`src/rtl/sram_fetch_unit.sv`:
```
// sram_fetch_unit: PC-driven instruction fetch from a 1-cycle-latency SRAM into a 2-entry FIFO,
// with branch redirect and halt-opcode stop.
module sram_fetch_unit #(
  parameter int                    ADDR_WIDTH  = 16,
  parameter int                    DATA_WIDTH  = 32,
  parameter logic [ADDR_WIDTH-1:0] RESET_PC    = '0,
  parameter logic [5:0]            HALT_OPCODE = 6'b111111
) (
  input  logic                  Clk,
  input  logic                  Reset_n,
  output logic [ADDR_WIDTH-1:0] sramAddress,
  output logic [DATA_WIDTH-1:0] sramInputData,
  output logic                  sramWriteEnable,
  input  logic [DATA_WIDTH-1:0] sramOutputData,
  input  logic                  redirect,
  input  logic [ADDR_WIDTH-1:0] redirectAddr,
  output logic                  instrValid,
  output logic [DATA_WIDTH-1:0] instr,
  output logic [ADDR_WIDTH-1:0] instrAddr,
  input  logic                  instrReady,
  output logic                  halted
);
  typedef enum logic {FETCH, HALT} state_e;
  state_e                state_q, state_d;
  logic [ADDR_WIDTH-1:0] pc_q, pc_d, last_addr_q, last_addr_d, infl_addr_q, infl_addr_d;
  logic                  infl_q, infl_d, rd_ptr_q, rd_ptr_d;
  logic [1:0]            count_q, count_d, occ;
  logic [DATA_WIDTH-1:0] data_q [2];
  logic [DATA_WIDTH-1:0] data_d [2];
  logic [ADDR_WIDTH-1:0] addr_q [2];
  logic [ADDR_WIDTH-1:0] addr_d [2];
  logic                  pop, push, issue, wr_ptr;

  assign sramInputData   = '0;
  assign sramWriteEnable = 1'b0;
  assign instrValid      = count_q != 2'd0;
  assign instr           = instrValid ? data_q[rd_ptr_q] : '0;
  assign instrAddr       = instrValid ? addr_q[rd_ptr_q] : '0;
  assign halted          = state_q == HALT && count_q == 2'd0 && !infl_q;
  assign pop             = instrValid && instrReady;
  // Slots already committed (buffered + in flight); a pop this cycle frees one for the new issue.
  assign occ             = count_q + {1'b0, infl_q};
  assign issue           = state_q == FETCH && !redirect && (occ < 2'd2 || (occ == 2'd2 && pop));
  assign push            = infl_q && state_q == FETCH && !redirect;
  assign wr_ptr          = rd_ptr_q ^ count_q[0];
  assign sramAddress     = issue ? pc_q : last_addr_q;

  always_comb begin
    pc_d        = redirect ? redirectAddr : issue ? pc_q + 1'b1 : pc_q;
    last_addr_d = issue ? pc_q : last_addr_q;
    infl_d      = issue;
    infl_addr_d = issue ? pc_q : infl_addr_q;
    count_d     = redirect ? 2'd0 : count_q + {1'b0, push} - {1'b0, pop};
    rd_ptr_d    = rd_ptr_q ^ pop;
    data_d      = data_q;
    addr_d      = addr_q;
    if (push) begin
      data_d[wr_ptr] = sramOutputData;
      addr_d[wr_ptr] = infl_addr_q;
    end
    state_d     = redirect ? FETCH
                : (push && sramOutputData[DATA_WIDTH-1 -: 6] == HALT_OPCODE) ? HALT : state_q;
  end

  always_ff @(posedge Clk or negedge Reset_n) begin
    if (!Reset_n) begin
      state_q     <= FETCH;
      pc_q        <= RESET_PC;
      last_addr_q <= RESET_PC;
      infl_q      <= 1'b0;
      infl_addr_q <= '0;
      count_q     <= '0;
      rd_ptr_q    <= 1'b0;
      data_q      <= '{default: '0};
      addr_q      <= '{default: '0};
    end else begin
      state_q     <= state_d;
      pc_q        <= pc_d;
      last_addr_q <= last_addr_d;
      infl_q      <= infl_d;
      infl_addr_q <= infl_addr_d;
      count_q     <= count_d;
      rd_ptr_q    <= rd_ptr_d;
      data_q      <= data_d;
      addr_q      <= addr_d;
    end
  end
endmodule

```
`config.mk`:
```
export PLATFORM = sky130hd
export DESIGN_NAME = sram_fetch_unit
export DESIGN_NICKNAME = d
export VERILOG_FILES = /design/src/rtl/sram_fetch_unit.sv
export SDC_FILE = /design/constraint.sdc
export NUM_CORES = 1
export LEC_CHECK = 0
export BUFFER_PORTS_ARGS = -buffer_cell sky130_fd_sc_hd__buf_2
export CAP_MARGIN = 20
export CORE_UTILIZATION = 39
export DETAILED_ROUTE_END_ITERATION = 8
export SLEW_MARGIN = 10
export SYNTH_ARGS = -nofsm -noshare
export SYNTH_HDL_FRONTEND = slang
export SYNTH_SLANG_ARGS = --single-unit
```
`constraint.sdc`:
```
create_clock -name Clk -period 2.4 [get_ports Clk]
set_input_delay 0.12 -clock Clk [delete_from_list [all_inputs] [get_ports Clk]]
set_output_delay 0.12 -clock Clk [all_outputs]
set_load 0.02 [all_outputs]
```
[Word level (Yosys, flattened, before mapping)]
Index checks and enable logic that the tools add are counted.
Storage, ports and cells
  ROM bits: 0
  register bits after elaboration: 149
  logic and storage cells: 63
  input bits: 52
  output and inout port bits: 99
  bits in latches: 0
  memories: 0
  bits in writable memories: 0
Operators by class
  $add $sub $neg: 4
  bitwise gates (word level): 5
  equal/unequal tests: 2
  reductions and logical operators: 17
  multipliers: 0
  shifts and indexed selects: 0
  div/mod/pow operators: 0
  $lt $le $gt $ge: 4
  multiplexer cells: 20
Operator list (count)
  $mux W32: 5
  $mux W16: 8
  $bwmux W64: 1
  $bwmux W32: 1
  $demux W32 S1: 1
  $add A16 B1 Y16 const B: 1
  $demux W16 S1: 1
  $logic_and A1 B1 Y1: 10
  $eq A6 B6 Y1 const B: 1
  $reduce_bool A2 Y1: 3
  $add A2 B1 Y2: 2
  $ge A2 B2 Y1 const B: 2
  $not A1 Y2: 2
  $eq A2 B2 Y1 const B: 1
  $logic_not A1 Y1: 2
  $logic_not A2 Y1: 1
  $lt A2 B1 Y1 const B: 1
  $lt A2 B2 Y1 const B: 1
  $mux W1: 2
  $mux W2: 1
  $sub A2 B1 Y2: 1
  $xor A1 B1 Y1: 2
  $logic_or A1 B1 Y1: 1
  $not A1 Y1: 1

[Logic depth before layout (Yosys ltp)]
  depth after elaboration: 7
  gate-level depth with buffers: 7
  gate-level depth less buffers: 7

[Worst setup path after synthesis]
No wires, ideal clock.
  kind: reg-to-reg
  start point: register count_q[0]
  end point: register last_addr_q[13]
  stages on the path, launching flop included: 8
  data arrival time: 2166 ps
  data required time: 2214 ps
  slack: 48 ps
  setup time: 186 ps
  period minus slack after synthesis: 2352 ps
  buffers on the path: 2
  path through: dfrtp_1 > ha_1 > nand3b_1 > a22o_1 > or2_1 > buf_2 > buf_2 > o21ai_0
Between the ends
  cells in the longest elaborated chain, start to end: 6
  elaborated cells between the ends (all ways): 9
  classes of those cells: 1 x add/sub; 1 x order compare; 1 x eq/ne; 1 x mux; 5 x reduce/logical
Ends and longest elaborated chain
  from (decl): line 27  | logic [1:0] count_q, count_d, occ;
  from (signal assigned): line 82  | count_q <= count_d;
  $add A2 B1 Y2 or $reduce_bool A2 Y1 (tied branches): line 42, 36
  $eq A2 B2 Y1 or $logic_and A1 B1 Y1 (tied branches): line 43, 40
  $logic_and A1 B1 Y1: line 43  | assign issue = state_q == FETCH && !redirect && (occ < 2'd2 || (occ == 2'd2 && pop));
  $logic_or A1 B1 Y1 (*): line 43
  $logic_and A1 B1 Y1 (*): line 43
  $mux W16 (*)
  named net sramAddress[13]: line 11  | output logic [ADDR_WIDTH-1:0] sramAddress,
  to (signal assigned): line 79  | last_addr_q <= last_addr_d;
  to (decl): line 25  | logic [ADDR_WIDTH-1:0] pc_q, pc_d, last_addr_q, last_addr_d, infl_addr_q, infl_addr_d;
Mark *: on every way through the listed nets, which the timed path passes. The rest lies on a longest branch.
A chain may end at the register's enable or synchronous reset.

[Worst setup path after layout]
  start point: register infl_q
  end point: output port sramAddress[11]
Between the ends
  cells in the longest elaborated chain, start to end: 6
  elaborated cells between the ends (all ways): 7
  classes of those cells: 1 x add/sub; 1 x order compare; 1 x eq/ne; 1 x mux; 3 x reduce/logical
Ends and longest elaborated chain
  from (decl): line 26  | logic infl_q, infl_d, rd_ptr_q, rd_ptr_d;
  from (signal assigned): line 80  | infl_q <= infl_d;
  $add A2 B1 Y2 (*): line 42  | assign occ = count_q + {1'b0, infl_q};
  $eq A2 B2 Y1: line 43
  $logic_and A1 B1 Y1: line 43
  $logic_or A1 B1 Y1 (*): line 43
  $logic_and A1 B1 Y1 (*): line 43
  $mux W16 (*)
  to (decl): line 11
Mark *: on every way between the ends. The rest lies on a longest branch, timed or not.

==> results.sh <==
export IMPL_worst_clock_skew_ps=5.68
export IMPL_clk_lat_worst_skew_ps=420
export IMPL_track_usage_pct=16.8
export IMPL_avgViaCountPerCell=5.00
export IMPL_final_hold_viol_count=0
export IMPL_residual_drc_count=0
export IMPL_insertedDiodeCount=0
export IMPL_timing_setup_critical_path_class="flop to output pin"
export IMPL_grt_pass1_vias=4848
export IMPL_antenna_found_initial=0
export IMPL_root_buffer="clkbuf_16"
export IMPL_tritoncts="yes"
export IMPL_worst_slew_pin_transition_ps=888
export IMPL_fp_dieW_um=136
export IMPL_wire_length_of_the_first_global_routing_pass_mm=23.9
export IMPL_result_of_the_run="complete, but fails checks"
export IMPL_power_density_nw_per_um2=1280
export IMPL_met2_wirelength_mm=7.10
export IMPL_initial_core_util_pct=40.1
export IMPL_route_vias_total=4824
export IMPL_synth_top_cells_by_count="149 x dfrtp_1, 123 x mux2_2, 53 x nor2_1"
export IMPL_synth_top_cells_by_area="dfrtp_1 54%, mux2_2 20%, mux2i_1 6.9%, buf_4 3.7%, nor2_1 2.9%"
export IMPL_hold_path_class="input pin to flop"
export IMPL_timing_rr_end="pc_q[8]"
export IMPL_quantity_of_i_o_buffers_inserted_on_ports=117
export IMPL_synth_warnings=0
export IMPL_path_max_fanout=5
export IMPL_dp_final_hpwl_mm=9.65
export IMPL_initialDrtViolationCount=209
export IMPL_max_cap_viols=0
export IMPL_die_h_um=136
export IMPL_fin_hold_ws_ps=76.7
export IMPL_core_region_area_sq_um=17400
export IMPL_maxUsedRoutingLayer="met4"
export IMPL_areaGrowthSynthToFinish_pct=30.7
export IMPL_finalInstanceArea_sq_um=9110
export IMPL_timing_critical_path_required_ps=2280
export IMPL_ys_async_sr_fraction_pct=100
export IMPL_grt_start_max_net_pins=60
export IMPL_clock_path_buffers=2
export IMPL_finalWorstPathRequiredPeriod_ps=2490
export IMPL_final_min_period_over_clock_period_pct=104
export IMPL_holdPathEnd="rd_ptr_q"
export IMPL_final_setup_worst_slack_ps=-91.6
export IMPL_maxSlewHeadroom_pct=40.8
export IMPL_ir_drop_uv=694
export IMPL_p_leak_nw=4.30
export IMPL_routed_wl_mm=14.9
export IMPL_ff2ff_setup_slack_ps=170
export IMPL_netlist_instances=552
export IMPL_clkSlewWorstSetupHoldPaths_ps=60
export IMPL_ys_dominant_reg_cell="dfrtp_1"
export IMPL_met3_length_um=803
export IMPL_yosys_cell_count_top_type="dfrtp_1"
export IMPL_ys_seq_area_share_pct=53.5
export IMPL_floorplan_io_pins=151
export IMPL_hold_start="instrReady"
export IMPL_cts_made_buffers=17
export IMPL_final_max_slew_violation_count=0
export IMPL_place_gp_congestion=0.793
export IMPL_drt_pre_antenna_iters=4
export IMPL_worst_flop_to_flop_path_startpoint="infl_q"
export IMPL_finalSetupViolations=15
export IMPL_synth_largest_type_area_fraction_pct=53.5
export IMPL_numClockSinks=149
export IMPL_rsz0062_at_grt="true"
export IMPL_setup_worst_path_end_class="output pin"
export IMPL_synth_avg_cell_area_sq_um=12.6
export IMPL_synth_seq_cells=149
export IMPL_grt_overflow_total=0
export IMPL_start_kind="flop"
export IMPL_placement_cell_area_sq_um=7740
export IMPL_final_net_count=782
export IMPL_data_arrival_critical_path_ps=2370
export IMPL_timing_reg2reg_worst_path_depth=8
export IMPL_synth_enable_flop_cells=0
export IMPL_cts_htree_levels=4
export IMPL_die_area_sq_um=18400
export IMPL_detailedPlace_worstSlack_ps=178
export IMPL_antenna_left=0
export IMPL_synth_distinct_cells=43
export IMPL_violations="negative setup slack"
export IMPL_row_count=48
export IMPL_wire_per_inst_um=15.4
export IMPL_fmax_mhz=401
export IMPL_drive_gt1_share_pct=41.1
export IMPL_synth_cell_area_sq_um=6970
export IMPL_whs_path_depth=3
export IMPL_cell_taking_the_most_area_after_synthesis="dfrtp_1"
export IMPL_routedLengthMet1_mm=6.75
==> metal layers <==
layer  up-vias  GRT usage (%)
met3        24           3.59
li1       2274              -
met5         -              0
met2       150           26.8
met1      2376           22.2
met4         0           6.68
==> worst max-delay path, stage by stage, from the launching register on <==
cell	delay [ps]
dfrtp_1	380
ha_1	300
nand3b_1	160
a22o_1	240
or2_4	290
buf_16	150
mux2_4	300
buf_6	130
==> worst max-delay path by stage <==
stage	startpoint	end	slack, ps	depth (start not counted)
2_1_floorplan	count_q[0]	last_addr_q[13]	50	7
3_3_place_gp	infl_q	sramAddress[12]	220	7
3_5_place_dp	infl_q	sramAddress[15]	180	7
4_1_cts	count_q[0]	sramAddress[11]	-150	7
5_1_grt	infl_q	sramAddress[11]	-180	7
6_report	infl_q	sramAddress[11]	-90	7
==> cells by family (layout without fill, tap and decap cells) <==
family / after synthesis / after routing / synth area share [%]
AND/OR/NAND/NOR: 110 / 110 / 7.35
other: 1 / 33 / 0.0538
adder cells (fa/ha/maj): 3 / 3 / 0.539
flip-flops: 149 / 149 / 53.5
AO/OA/AOI/OAI: 37 / 37 / 4.26
buffers and inverters: 72 / 228 / 6.23
multiplexers: 175 / 175 / 27.4
XOR/XNOR: 5 / 5 / 0.629
==> area by class of cell <==
| type | count | area (sq um) |
|---|---|---|
| Timing Repair Buffer | 189 | 1460 |
| Clock inverter | 12 | 201 |
| Clock buffer | 20 | 457 |
| Tap cell | 225 | 282 |
| Inverter | 7 | 26.3 |
| Sequential cell | 149 | 3730 |
| Fill cell | 1503 | 8250 |
| Multi-Input combinational cell | 363 | 2950 |
==> timing repair <==
item	CTS	global route
pin swaps	3	3
setup endpoints to repair	16	17
endpoints found under the hold margin	136	0
buffers inserted	6	0
resized for setup	39	1
hold buffers	49	0
gates cloned	2	0
==> cells in the final DEF, fill, tap and decap left out, drive strengths merged, types with 2 or more instances in the layout <==
cell and count:
o21ai 3, dfrtp 149, buf 139, mux2 127, nand4 3, xor2 3, o311ai 19, and3 2
o31ai 2, mux2i 48, o211ai 4, ha 3, or4 3, xnor2 2, bufinv 5, dlygate4sd3 49
clkbuf 20, nor2 54, a31oi 3, nor2b 3, or3 2, nor3 2, clkinvlp 2, nand2b 2
nand2 20, inv 7, and4 4, clkinv 5, conb 33, or2 3, nand3 9
==> flip-flops by register name, summed over array words and instances, names as in the netlist <==
register / flops
state_q: 1
rd_ptr_q: 1
addr_q: 32
pc_q: 16
data_q: 64
count_q: 2
last_addr_q: 16
infl_addr_q: 16
infl_q: 1
==> through the flow <==
stage | util [%] | TNS [ps] | cells | total power, mW
final | 52.5 | -1190 | 965 | 11.7
after global placement | 44.6 | 0 | 876 | 8.37
after CTS | 52.4 | -2180 | 965 | 11.8
after detailed placement | 44.6 | 0 | 876 | 8.54
after global routing | 52.5 | -2680 | 965 | 12.4
after floorplan | - | 0 | 584 | 7.32
==> power breakdown <==
group / switching (mW) / leakage [nW] / internal, mW
Combinational: 2.27 / 2.20 / 2.30
Clock: 1.02 / 0.316 / 1.90
Sequential: 0.578 / 1.78 / 3.63
No activity file was read; power rests on OpenSTA's default activity.
